===== config.mk =====
export PLATFORM = sky130hd
export DESIGN_NAME = uart_rx_ascii_check
export DESIGN_NICKNAME = d
export VERILOG_FILES = /design/src/rtl/uart_rx_ascii_check_pkg.sv /design/src/rtl/uart_rx_ascii_check_if.sv /design/src/rtl/uart_rx_ascii_check_baud.sv /design/src/rtl/uart_rx_ascii_check.sv
export SDC_FILE = /design/constraint.sdc
export NUM_CORES = 1
export LEC_CHECK = 0
export ABC_AREA = 1
export BUFFER_PORTS_ARGS = -buffer_cell sky130_fd_sc_hd__buf_2
export CAP_MARGIN = 10
export CORE_ASPECT_RATIO = 1.75
export CORE_MARGIN = 4
export CORE_UTILIZATION = 61
export CTS_BUF_LIST = sky130_fd_sc_hd__clkbuf_2
export DETAILED_ROUTE_END_ITERATION = 6
export GPL_TIMING_DRIVEN = 0
export PLACE_DENSITY = 0.87
export SLEW_MARGIN = 20
export SYNTH_ARGS = -nofsm -noshare
export SYNTH_HDL_FRONTEND = slang
export SYNTH_SLANG_ARGS = --single-unit

===== constraint.sdc =====
create_clock -name clk -period 4.13 [get_ports clk]
set_input_delay 0.2065 -clock clk [delete_from_list [all_inputs] [get_ports clk]]
set_output_delay 0.2065 -clock clk [all_outputs]
set_load 0.005 [all_outputs]

===== src/rtl/uart_rx_ascii_check_pkg.sv =====
// Shared constants and FSM encoding for the ASCII-sequence UART receiver.
package uart_rx_ascii_check_pkg;

   localparam logic [7:0] ASCII_A = 8'd97;
   localparam logic [7:0] ASCII_Z = 8'd122;

   typedef enum logic [1:0] {
      IDLE  = 2'd0,
      START = 2'd1,
      DATA  = 2'd2,
      STOP  = 2'd3
   } rx_state_e;

endpackage


===== src/rtl/uart_rx_ascii_check_if.sv =====
// Link between the receive FSM and its bit timer: clear request in, bit ticks out.
interface uart_rx_ascii_check_if;

   logic clr;
   logic half_tick;
   logic full_tick;

   modport master (output clr, input half_tick, input full_tick);
   modport slave  (input clr, output half_tick, output full_tick);

endinterface


===== src/rtl/uart_rx_ascii_check_baud.sv =====
// Bit timer: free-running count modulo CPB, restarted by clr; flags half- and full-bit points.
module uart_rx_baud #(
   parameter int CPB = 1250
) (
   input  logic                  clk,
   input  logic                  rst_n,
   uart_rx_ascii_check_if.slave  bif
);

   localparam int TW = (CPB > 1) ? $clog2(CPB) : 1;

   logic [TW-1:0] cnt_q, cnt_d;

   always_comb begin
      cnt_d = cnt_q + 1'b1;
      if (bif.clr || cnt_q == TW'(CPB - 1)) cnt_d = '0;
   end

   always_ff @(posedge clk or negedge rst_n) begin
      if (!rst_n) cnt_q <= '0;
      else        cnt_q <= cnt_d;
   end

   assign bif.half_tick = (cnt_q == TW'(CPB / 2 - 1));
   assign bif.full_tick = (cnt_q == TW'(CPB - 1));

endmodule


===== src/rtl/uart_rx_ascii_check.sv =====
// 8N1 UART receiver that checks incoming bytes follow the FIRST..LIMIT character sequence.
module uart_rx_ascii_check
   import uart_rx_ascii_check_pkg::*;
#(
   parameter int              CLK_FREQ = 12000000,
   parameter int              BAUD     = 9600,
   parameter int              SIZE     = 8,
   parameter logic [SIZE-1:0] FIRST    = ASCII_A,
   parameter logic [SIZE-1:0] LIMIT    = ASCII_Z
) (
   input  logic            clk,
   input  logic            rst_n,
   input  logic            rx,
   output logic [SIZE-1:0] word,
   output logic            valid,
   output logic            frame_err,
   output logic            seq_err,
   output logic [7:0]      err_count
);

   localparam int CPB = CLK_FREQ / BAUD;
   localparam int IW  = (SIZE > 1) ? $clog2(SIZE) : 1;

   logic            sync1_q, rx_s_q;
   rx_state_e       state_q, state_d;
   logic [IW-1:0]   idx_q, idx_d;
   logic [SIZE-1:0] shift_q, shift_d;
   logic [SIZE-1:0] word_q, word_d;
   logic [SIZE-1:0] exp_q, exp_d;
   logic            valid_q, valid_d;
   logic            frame_err_q, frame_err_d;
   logic            seq_err_q, seq_err_d;
   logic [7:0]      err_cnt_q, err_cnt_d;

   uart_rx_ascii_check_if bif ();

   uart_rx_baud #(.CPB(CPB)) u_baud (
      .clk   (clk),
      .rst_n (rst_n),
      .bif   (bif.slave)
   );

   // Timer holds at zero while idle and restarts at the start-bit midpoint,
   // so every later full tick lands mid-bit.
   assign bif.clr = (state_q == IDLE) || (state_q == START && bif.half_tick);

   always_ff @(posedge clk or negedge rst_n) begin
      if (!rst_n) begin
         sync1_q <= 1'b1;
         rx_s_q  <= 1'b1;
      end else begin
         sync1_q <= rx;
         rx_s_q  <= sync1_q;
      end
   end

   always_comb begin
      state_d     = state_q;
      idx_d       = idx_q;
      shift_d     = shift_q;
      word_d      = word_q;
      exp_d       = exp_q;
      err_cnt_d   = err_cnt_q;
      valid_d     = 1'b0;
      frame_err_d = 1'b0;
      seq_err_d   = 1'b0;

      case (state_q)
         IDLE:
            if (!rx_s_q) state_d = START;
         START:
            if (bif.half_tick) begin
               if (!rx_s_q) begin
                  state_d = DATA;
                  idx_d   = '0;
               end else begin
                  state_d = IDLE;
               end
            end
         DATA:
            if (bif.full_tick) begin
               shift_d[idx_q] = rx_s_q;
               if (idx_q == IW'(SIZE - 1)) state_d = STOP;
               else                        idx_d   = idx_q + 1'b1;
            end
         STOP:
            if (bif.full_tick) begin
               state_d = IDLE;
               if (rx_s_q) begin
                  word_d    = shift_q;
                  valid_d   = 1'b1;
                  seq_err_d = (shift_q != exp_q);
                  // Anything outside the sequence range restarts it from FIRST.
                  if (shift_q >= FIRST && shift_q < LIMIT) exp_d = shift_q + 1'b1;
                  else                                     exp_d = FIRST;
               end else begin
                  frame_err_d = 1'b1;
               end
            end
         default:
            state_d = IDLE;
      endcase

      if ((seq_err_d || frame_err_d) && err_cnt_q != 8'hFF)
         err_cnt_d = err_cnt_q + 1'b1;
   end

   always_ff @(posedge clk or negedge rst_n) begin
      if (!rst_n) begin
         state_q     <= IDLE;
         idx_q       <= '0;
         shift_q     <= '0;
         word_q      <= '0;
         exp_q       <= FIRST;
         valid_q     <= 1'b0;
         frame_err_q <= 1'b0;
         seq_err_q   <= 1'b0;
         err_cnt_q   <= '0;
      end else begin
         state_q     <= state_d;
         idx_q       <= idx_d;
         shift_q     <= shift_d;
         word_q      <= word_d;
         exp_q       <= exp_d;
         valid_q     <= valid_d;
         frame_err_q <= frame_err_d;
         seq_err_q   <= seq_err_d;
         err_cnt_q   <= err_cnt_d;
      end
   end

   assign word      = word_q;
   assign valid     = valid_q;
   assign frame_err = frame_err_q;
   assign seq_err   = seq_err_q;
   assign err_count = err_cnt_q;

endmodule


==> flow_summary.ini, run 1 <==
[synthesis]
yosysWarnings = 0
synthDistinctLibCells = 36
syn_inst = 339
yosysTopAreaCellShare_pct = 43.05
synth_seq_area_share_pct = 47.76
yosysMostFrequentCell = nand2_1
synth_nets = 351
netlist_area_um2 = 2790
synthFlopType = dfrtp_1
synthTopCellsByArea = dfrtp_1 (43%), nand2_1 (11%), inv_1 (7.1%), nor2_1 (4.8%), dfstp_2 (4.7%)
avgSynthCellArea_um2 = 8.231
yosysTopAreaCell = dfrtp_1
synth_seq_cells = 53
synthArstFlopShare_pct = 100.0
synth.top_cells.by_count = nand2_1 (84), inv_1 (53), dfrtp_1 (48)
synth_edf_count = 0

[power_and_ir_drop]
p_int_mw = 0.6285
power_frac_comb_pct = 1.9
p_switching_mw = 0.1788
power_mw = 0.8073
ir_drop_mv = 0.4004
cellPowerDensity_nw_per_um2 = 264.4
p_leak_nw = 1.666
swShare_pct = 22.15
clockPowerShare_pct = 33.4
pwr-share-seq_pct = 64.7

[route]
postRouteAntennaNets = 0
vias = 2238
wl_per_cell_um = 12.87
drcViolationCount = 0
drtIter0Drc = 110
wirelength_mm = 5.420
avgViaCountPerCell = 5.316
firstDrtPassIters = 5

[timing]
fin_crit_ns = 1.809
max_freq_ghz = 0.5528
relSlewSlack_pct = 56.51
rsz0062_at_grt = false
final_hold_viol_count = 0
tightest_slew_ns = 0.6524
period_share_pct = 43.80
setup-tns-final_ns = 0
setup-violations-final = 0
maxSlewViolCount = 0
clock-skew-final_ns = 0.02909

[setup_path]
worstPathRequired_ns = 4.50
critPathLaunchType = register
crit_type = register to register
end_kind = register
worst_path_max_delay_cell = dfrtp_1
path_cells = ha_1 -> nand3_1 -> inv_1 -> nand3_1 -> clkbuf_1 -> nand4_1 -> nand2_1 -> inv_1
worst_path_largest_cell_delay_ns = 0.47
worst-path-max-fanout = 10
arrival_ns = 2.18

[cells_and_area]
drive_gt1_share_pct = 16.76
area_growth_pct = 9.417
antenna-diode-count = 0
nets = 381
fin_area_um2 = 3053
fin_cells = 421

[grt]
grt_overflow_total = 0
track_usage_pct = 20.68
antenna_found_initial = 0
grt_max_degree = 54
grt_pass1_wl_mm = 9.315
grt_pass1_vias = 2277

[clock_network]
cts_sinks = 53
post-cts-setup-buffers = 0
worstSkewPairLatency_ns = 0.45
htreeDepth = 2
cts_tree = yes
cts_root_buf = clkbuf_2
clockBufferDepth = 2
cts_buffers = 5
path_clk_slew_ns = 0.28

[die]
io-pin-count = 22
dieHeight_um = 97.47
die_w_um = 59.13
coreArea_um2 = 4404
die_area_um2 = 5763
fp-row-count = 32
start_util_pct = 63.35

[place]
dp_cells = 411
io_buffers = 21
place_area_um2 = 2962
detailed_place_hpwl_mm = 4.119
place_congestion = 0.8938

[run_status]
status = completed

[worst_hold_path]
hp-class = input pin to asynchronous set/reset pin

[flow_run]
drv_cap = 0
worst max-delay path, delay by kind of cell, from the launching register on:
kind,cells,cell delay [ns]
and+or+nand+nor,4,0.53
DFF,1,0.47
adders and majority gates,1,0.25
buffers and inverters,3,0.49
layout make-up:
type / count / area (um2)
plain buffers: 6 / 40.04
repair buffers: 23 / 127.6
well taps: 51 / 63.81
multi-input cells: 223 / 1204
clock buffers: 5 / 25.02
inverters: 57 / 214.0
fillers: 380 / 1351
clock inverters: 3 / 46.29
flip-flops and latches: 53 / 1333
logic make-up (layout without fill, tap and decap cells):
logic type	Yosys count	count (layout)	synth area share, %
flops	53	53	47.76
compound gates	34	34	7.354
xor+xnor	10	10	3.139
simple gates	170	170	28.61
fa+ha+maj	9	9	4.036
buf+inv	63	94	9.103
final timing paths:
kind                                    from            to  slack, ns  depth (start not counted)
worst max-delay path            err_count[0]  err_count[4]       2.32                          8
worst min-delay path                   rst_n       word[3]       0.27                          2
worst max register to register  err_count[0]  err_count[4]       2.32                          8
worst min register to register       sync1_q        rx_s_q       0.37                          0
max in group asynchronous              rst_n  err_count[5]       3.41                          2
min in group clk                     sync1_q        rx_s_q       0.37                          0
through the flow:
stage          worst slack [ns]  hold slack [ns]  utilization (%)
2_1_floorplan             2.573         -0.08909                -
3_3_place_gp              2.351           0.3120            67.19
3_5_place_dp              2.341           0.2790            67.24
4_1_cts                   2.311           0.2951            69.32
5_1_grt                   2.163           0.2979            69.32
6_report                  2.321           0.2748            69.32
per-layer routing:
layer  wire length, um  vias up  global-route usage (%)
met3               142       16                   3.324
met1              1921     1055                   19.81
met4               228        0                   12.04
li1                  -     1124                       -
met5                 0        -                       0
met2              3128       43                   38.59
cells in the final DEF, fill, tap and decap left out, types with 2 or more instances in the layout:
cell type and n:
buf_4 3, nand3_1 18, ha_1 9, buf_2 22, xnor2_1 6, or2_2 2, dfstp_2 5, nand2_2 3
o21ai_0 14, a21oi_1 7, o22ai_1 2, nand3_2 2, xor2_1 4, dfrtp_1 48, nor2_8 2, nand2_1 84
dlygate4sd3_1 2, inv_1 53, nor3_1 6, nand4_1 11, clkbuf_2 5, inv_2 3, o21ai_2 6, nor2_1 36
flip-flops by register name, indices dropped and copies added (netlist names), named ones only:
name          flops
state_q           1
err_count         8
idx_q             3
rx_s_q            1
word              8
sync1_q           1
seq_err           1
exp_q             8
u_baud.cnt_q     11
frame_err         1
shift_q           8
valid             1
repair_timing:
| action | CTS | global route |
|---|---|---|
| endpoints found under the hold margin | 49 | 0 |
| hold buffers | 2 | 0 |
| resized for setup | 0 | 0 |
power by group through the flow:
stage	Sequential [mW]	Combinational (mW)	Clock (mW)
2_1_floorplan	0.531	0.00256	0
3_3_place_gp	0.531	0.0142	0
3_5_place_dp	0.531	0.0146	0
4_1_cts	0.523	0.0161	0.273
5_1_grt	0.523	0.0181	0.297
6_report	0.523	0.0153	0.269
(Power assumes the default switching activity.)
==> run 2: changes to the inputs <==
--- a/config.mk
+++ b/config.mk
@@ -5,7 +5,7 @@
 export SDC_FILE = /design/constraint.sdc
 export NUM_CORES = 1
 export LEC_CHECK = 0
-export ABC_AREA = 1
+export ABC_AREA = 0
 export BUFFER_PORTS_ARGS = -buffer_cell sky130_fd_sc_hd__buf_2
 export CAP_MARGIN = 10
 export CORE_ASPECT_RATIO = 1.75
==> constraint.sdc (replaced) <==
create_clock -name clk -period 1.8 [get_ports clk]
set_input_delay 0.09 -clock clk [delete_from_list [all_inputs] [get_ports clk]]
set_output_delay 0.09 -clock clk [all_outputs]
set_load 0.005 [all_outputs]
==> flow_summary.ini, run 2 <==
[run_status]
status = finished with violations
violations = setup timing

[die]
fp-row-count = 31
coreArea_um2 = 4111
dieHeight_um = 94.26
die_w_um = 57.29
start_util_pct = 63.09
io-pin-count = 22
die_area_um2 = 5400

[route]
postRouteAntennaNets = 0
avgViaCountPerCell = 5.713
firstDrtPassIters = 4
drcViolationCount = 0
vias = 1914
wirelength_mm = 5.761
wl_per_cell_um = 17.20
drtIter0Drc = 67

[timing]
setup-violations-final = 26
period_share_pct = 107.6
rsz0062_at_grt = true
clock-skew-final_ns = 0.02467
relSlewSlack_pct = 65.86
setup-tns-final_ns = -2.155
setup_slack_ns = -0.1371
final_hold_viol_count = 0
tightest_slew_ns = 0.5074
maxSlewViolCount = 0
fin_crit_ns = 1.937
max_freq_ghz = 0.5162

[synthesis]
synth_nets = 248
synthTopCellsByArea = dfrtp_1 (46%), dfstp_2 (5.1%), xnor2_1 (4.4%), xor2_1 (4.4%), ha_1 (4.3%)
avgSynthCellArea_um2 = 10.99
yosysWarnings = 0
synth_edf_count = 0
yosysTopAreaCell = dfrtp_1
synthArstFlopShare_pct = 100.0
synthDistinctLibCells = 42
synth_seq_area_share_pct = 51.37
synth_seq_cells = 53
netlist_area_um2 = 2594
synthFlopType = dfrtp_1
yosysMostFrequentCell = dfrtp_1
yosysTopAreaCellShare_pct = 46.31
synth.top_cells.by_count = dfrtp_1 (48), nand2_1 (22), nand3_1 (21)
syn_inst = 236

[clock_network]
htreeDepth = 2
path_clk_slew_ns = 0.25
worstSkewPairLatency_ns = 0.45
cts_sinks = 53
cts_tree = yes
clockBufferDepth = 2
cts_root_buf = clkbuf_2
cts_buffers = 5

[setup_path]
r2r-start = u_baud.cnt_q[1]
startpoint = u_baud.cnt_q[1]
end_kind = register
worstPathRequired_ns = 2.15
worst-path-max-fanout = 4
critPathLaunchType = register
arrival_ns = 2.29
crit_type = register to register
rrSetupSlack_ns = -0.14
crit_path_end = shift_q[7]
r2r_end = shift_q[7]
rr_worst_depth = 7

[cells_and_area]
drive_gt1_share_pct = 36.71
n_fill_cell = 257
fin_cells = 335
final_common_cell = dfrtp_1
area_growth_pct = 23.88
final_util_pct = 78.15
largest-register = u_baud.cnt_q
antenna-diode-count = 0
final_cell_mix = dfrtp_1 (46), buf_2 (22), nand3_1 (16), nor2_1 (16), buf_4 (15)
largest_reg_flops = 11
multi_input_area_um2 = 1370
register_area_um2 = 1335
nets = 297

[power_and_ir_drop]
ir_drop_mv = 0.4775
power_mw = 1.720
cellPowerDensity_nw_per_um2 = 535.2
p_leak_nw = 1.615

[place]
dp_cells = 307
io_buffers = 21
detailed_place_hpwl_mm = 3.616
place_congestion = 0.8220

[flow_run]
drv_cap = 0

[worst_hold_path]
hp-class = input pin to asynchronous set/reset pin

[grt]
grt_max_degree = 34
grt_overflow_total = 0
grt_pass1_wl_mm = 9.142
grt_pass1_vias = 2026
antenna_found_initial = 0
track_usage_pct = 22.13
-- run 2: cell types whose count changed after synthesis, sizes merged, moves of 9 or more --
cell and delta:
xor2 +9, o21ai -11, nand4 -9, nor2 -23
inv -44, nand2 -64, mux2 +11
-- run 2: logic make-up after synthesis --
| group | after synthesis | share of synthesized area [%] |
|---|---|---|
| simple gates | 95 | 20.31 |
| flops | 53 | 51.37 |
| xor+xnor | 26 | 8.780 |
| compound gates | 19 | 4.679 |
| buf+inv | 19 | 2.846 |
| mux | 15 | 7.670 |
| fa+ha+maj | 9 | 4.342 |
-- run 2: timing repair --
item                       in CTS  in global routing
setup endpoints to repair      44                 48
pin swaps                      11                 10
setup buffers                  13                  8
gates cloned                    0                  0
hold buffers                    2                  0
hold endpoints to repair       52                  0
resized for setup              26                 25
-- run 2: worst min-delay path by stage --
stage | start | to | slack (ns) | cells after the start
after detailed placement | rst_n | word[7] | 0.08 | 1
final | rst_n | word[7] | 0.10 | 2
after global routing | rst_n | idx_q[0] | 0.12 | 2
after global placement | rx | sync1_q | 0.20 | 1
after floorplan | rst_n | asynchronous set/reset pin | -0.21 | 0
after CTS | rst_n | word[7] | 0.09 | 2
-- run 2: worst max-delay path: stages (launching register included) --
cell       delay [ns]
dfrtp_1          0.45
inv_2            0.09
ha_4             0.13
nand4bb_4        0.16
nor3_4           0.33
and3_4           0.30
nand3_2          0.09
mux2_4           0.31
-- run 2: power by group --
group | internal, mW | total (mW) | switching [mW]
registers | 1.20 | 1.20 | 0.00185
logic | 0.0147 | 0.0489 | 0.0342
clock network | 0.0999 | 0.471 | 0.371
total | 1.31 | 1.72 | 0.407
-- run 2: per-layer routing --
metal  track usage [%]  vias up  share of wire, %
li1                  -      905                 -
met1             21.62      950                35
met2             43.61       39                58
met3             3.439       20               2.1
met4             9.865        0               4.7
met5                 0        -                 0
-- run 2: cell type report --
type	count	share of cell area, %
flip-flops and latches	53	41.55
clock buffers	6	0.9346
multi-input cells	164	42.64
plain buffers	4	0.9735
clock inverters	2	0.4673
well taps	49	1.908
repair buffers	45	10.12
inverters	12	1.402
-- run 2: through the flow --
step / instance area (um2) / hold WS (ns) / worst slack (ns)
after detailed placement: 2811 / 0.07765 / -0.2352
final: 3213 / 0.1024 / -0.1371
after CTS: 3062 / 0.09278 / -0.1053
after global placement: 2791 / 0.1957 / -0.2441
after global routing: 3213 / 0.1207 / -0.1997
after floorplan: 2625 / -0.2056 / -0.03226
==> run 3: changes to the inputs <==
--- a/config.mk
+++ b/config.mk
@@ -5,9 +5,8 @@
 export SDC_FILE = /design/constraint.sdc
 export NUM_CORES = 1
 export LEC_CHECK = 0
-export ABC_AREA = 0
+export ABC_AREA = 1
 export BUFFER_PORTS_ARGS = -buffer_cell sky130_fd_sc_hd__buf_2
-export CAP_MARGIN = 10
 export CORE_ASPECT_RATIO = 1.75
 export CORE_MARGIN = 4
 export CORE_UTILIZATION = 61
@@ -18,4 +17,5 @@
 export SLEW_MARGIN = 20
 export SYNTH_ARGS = -nofsm -noshare
 export SYNTH_HDL_FRONTEND = slang
+export SYNTH_HIERARCHICAL = 1
 export SYNTH_SLANG_ARGS = --single-unit
==> flow_summary.ini, run 3 <==
[setup_path]
arrival_ns = 2.32
critPathLaunchType = register
crit_type = register to register
rrSetupSlack_ns = -0.12
worstPathRequired_ns = 2.20
worst-path-max-fanout = 8
end_kind = register

[timing]
max_freq_ghz = 0.5203
setup_slack_ns = -0.1220
holdWs_ns = 0.1334
relSlewSlack_pct = 56.26
period_share_pct = 106.8
setup-violations-final = 26
fin_crit_ns = 1.922
tightest_slew_ns = 0.6561
maxSlewViolCount = 0
setup-tns-final_ns = -1.891
rsz0062_at_grt = true
clock-skew-final_ns = 0.01566
final_hold_viol_count = 0

[synthesis]
synth_seq_cells = 53
synth_nets = 348
synth_seq_area_share_pct = 46.98
netlist_area_um2 = 2836
syn_inst = 336
yosysTopAreaCellShare_pct = 42.35
synth.top_cells.by_count = nand2_1 (99), dfrtp_1 (48), inv_1 (35)
synthArstFlopShare_pct = 100.0
yosysWarnings = 6
synthTopCellsByArea = dfrtp_1 (42%), nand2_1 (13%), dfstp_2 (4.6%), inv_1 (4.6%), nand3_1 (4.6%)
synth_edf_count = 0
synthDistinctLibCells = 33
avgSynthCellArea_um2 = 8.442
synthFlopType = dfrtp_1
yosysTopAreaCell = dfrtp_1
yosysMostFrequentCell = nand2_1

[grt]
grt_max_degree = 54
grt_overflow_total = 0
antenna_found_initial = 0
track_usage_pct = 21.45
grt_pass1_vias = 2296
grt_pass1_wl_mm = 9.818

[place]
place_area_um2 = 3008
place_congestion = 0.8641
pre_cts_ws_ns = -0.3164
io_buffers = 21
detailed_place_hpwl_mm = 3.943

[route]
firstDrtPassIters = 4
drcViolationCount = 0
wirelength_mm = 6.728
wl_per_cell_um = 15.22
postRouteAntennaNets = 0
vias = 2434
avgViaCountPerCell = 5.507
drtIter0Drc = 141

[clock_network]
htreeDepth = 2
cts_tree = yes
cts_buffers = 5
worstSkewPairLatency_ns = 0.47
clockBufferDepth = 2
path_clk_slew_ns = 0.28
cts_root_buf = clkbuf_2
cts_sinks = 53

[die]
coreArea_um2 = 4444
start_util_pct = 63.82
fp-row-count = 32
dieHeight_um = 98.21
die_area_um2 = 5848
die_w_um = 59.55
io-pin-count = 22

[run_status]
status = finished with violations
violations = setup timing

[power_and_ir_drop]
ir_drop_mv = 0.6089
cellPowerDensity_nw_per_um2 = 485.9
p_leak_nw = 1.763

[cells_and_area]
area_growth_pct = 25.85
final_cell_mix = nand2_1 (84), dfrtp_1 (47), inv_1 (32)
largest_reg_flops = 11
nets = 402
antenna-diode-count = 0
n_fill_cell = 259
fin_area_um2 = 3570
final_common_cell = nand2_1
drive_gt1_share_pct = 37.08
largest-register = u_baud/cnt_q
final_util_pct = 80.32

[flow_run]
drv_cap = 0

[worst_hold_path]
hp-class = input pin to asynchronous set/reset pin
## run 3: layout make-up
cell class	count	area, um2	share of cell area, %
clock buffers	5	25.02	0.7010
well taps	51	63.81	1.788
flip-flops and latches	53	1334	37.36
clock inverters	3	21.27	0.5959
multi-input cells	236	1523	42.66
inverters	43	176.4	4.942
repair buffers	46	366.6	10.27
plain buffers	5	60.06	1.682
## run 3: per-layer routing
layer / global-route usage, % / routed length, um / up-vias
met3: 3.307 / 253 / 24
met4: 9.044 / 223 / 0
met1: 22.92 / 2263 / 1150
li1: - / - / 1172
met5: 0 / 0 / -
met2: 39.60 / 3987 / 88
## run 3: kinds of logic after synthesis
kind of cell | synth area share, %
flops | 46.98
fa+ha+maj | 3.970
buf+inv | 7.234
xor+xnor | 4.632
simple gates | 30.35
compound gates | 6.838
## run 3: final timing paths
check,from,to,depth (start not counted)
max,u_baud/cnt_q[2],err_count[0],12
min,rst_n,word[2],2
max reg2reg,u_baud/cnt_q[2],err_count[0],12
min reg2reg,sync1_q,rx_s_q,0
max in group asynchronous,rst_n,u_baud/cnt_q[2],2
min in group clk,rx,sync1_q,2
## run 3: critical path, cell delays in order, from the launching register on
cell	delay (ns)
dfrtp_2	0.49
inv_1	0.07
nand2_2	0.09
nor2_2	0.20
nand3b_4	0.12
inv_4	0.10
inv_6	0.04
nor3_4	0.23
nand2_2	0.14
nand2_4	0.13
nand2_8	0.10
nand2_4	0.09
nand2_2	0.04
## run 3: stage by stage
stage | instances | power [mW]
2_1_floorplan | 336 | 1.223
3_3_place_gp | 408 | 1.249
3_5_place_dp | 408 | 1.250
4_1_cts | 431 | 1.736
5_1_grt | 442 | 1.797
6_report | 442 | 1.735
## run 3: what timing repair did
item	CTS	global route
gates resized for setup	10	58
setup endpoints to repair	42	41
gates cloned	1	2
buffers inserted	12	9
pin swaps	5	26
hold buffers	2	0
endpoints found under the hold margin	51	0
## run 3: power by group
group	internal (mW)	switching (mW)	leakage, nW
registers	1.20	0.00172	0.706
clock network	0.0984	0.402	0.0294
logic	0.00580	0.0277	1.03
total	1.30	0.432	1.76
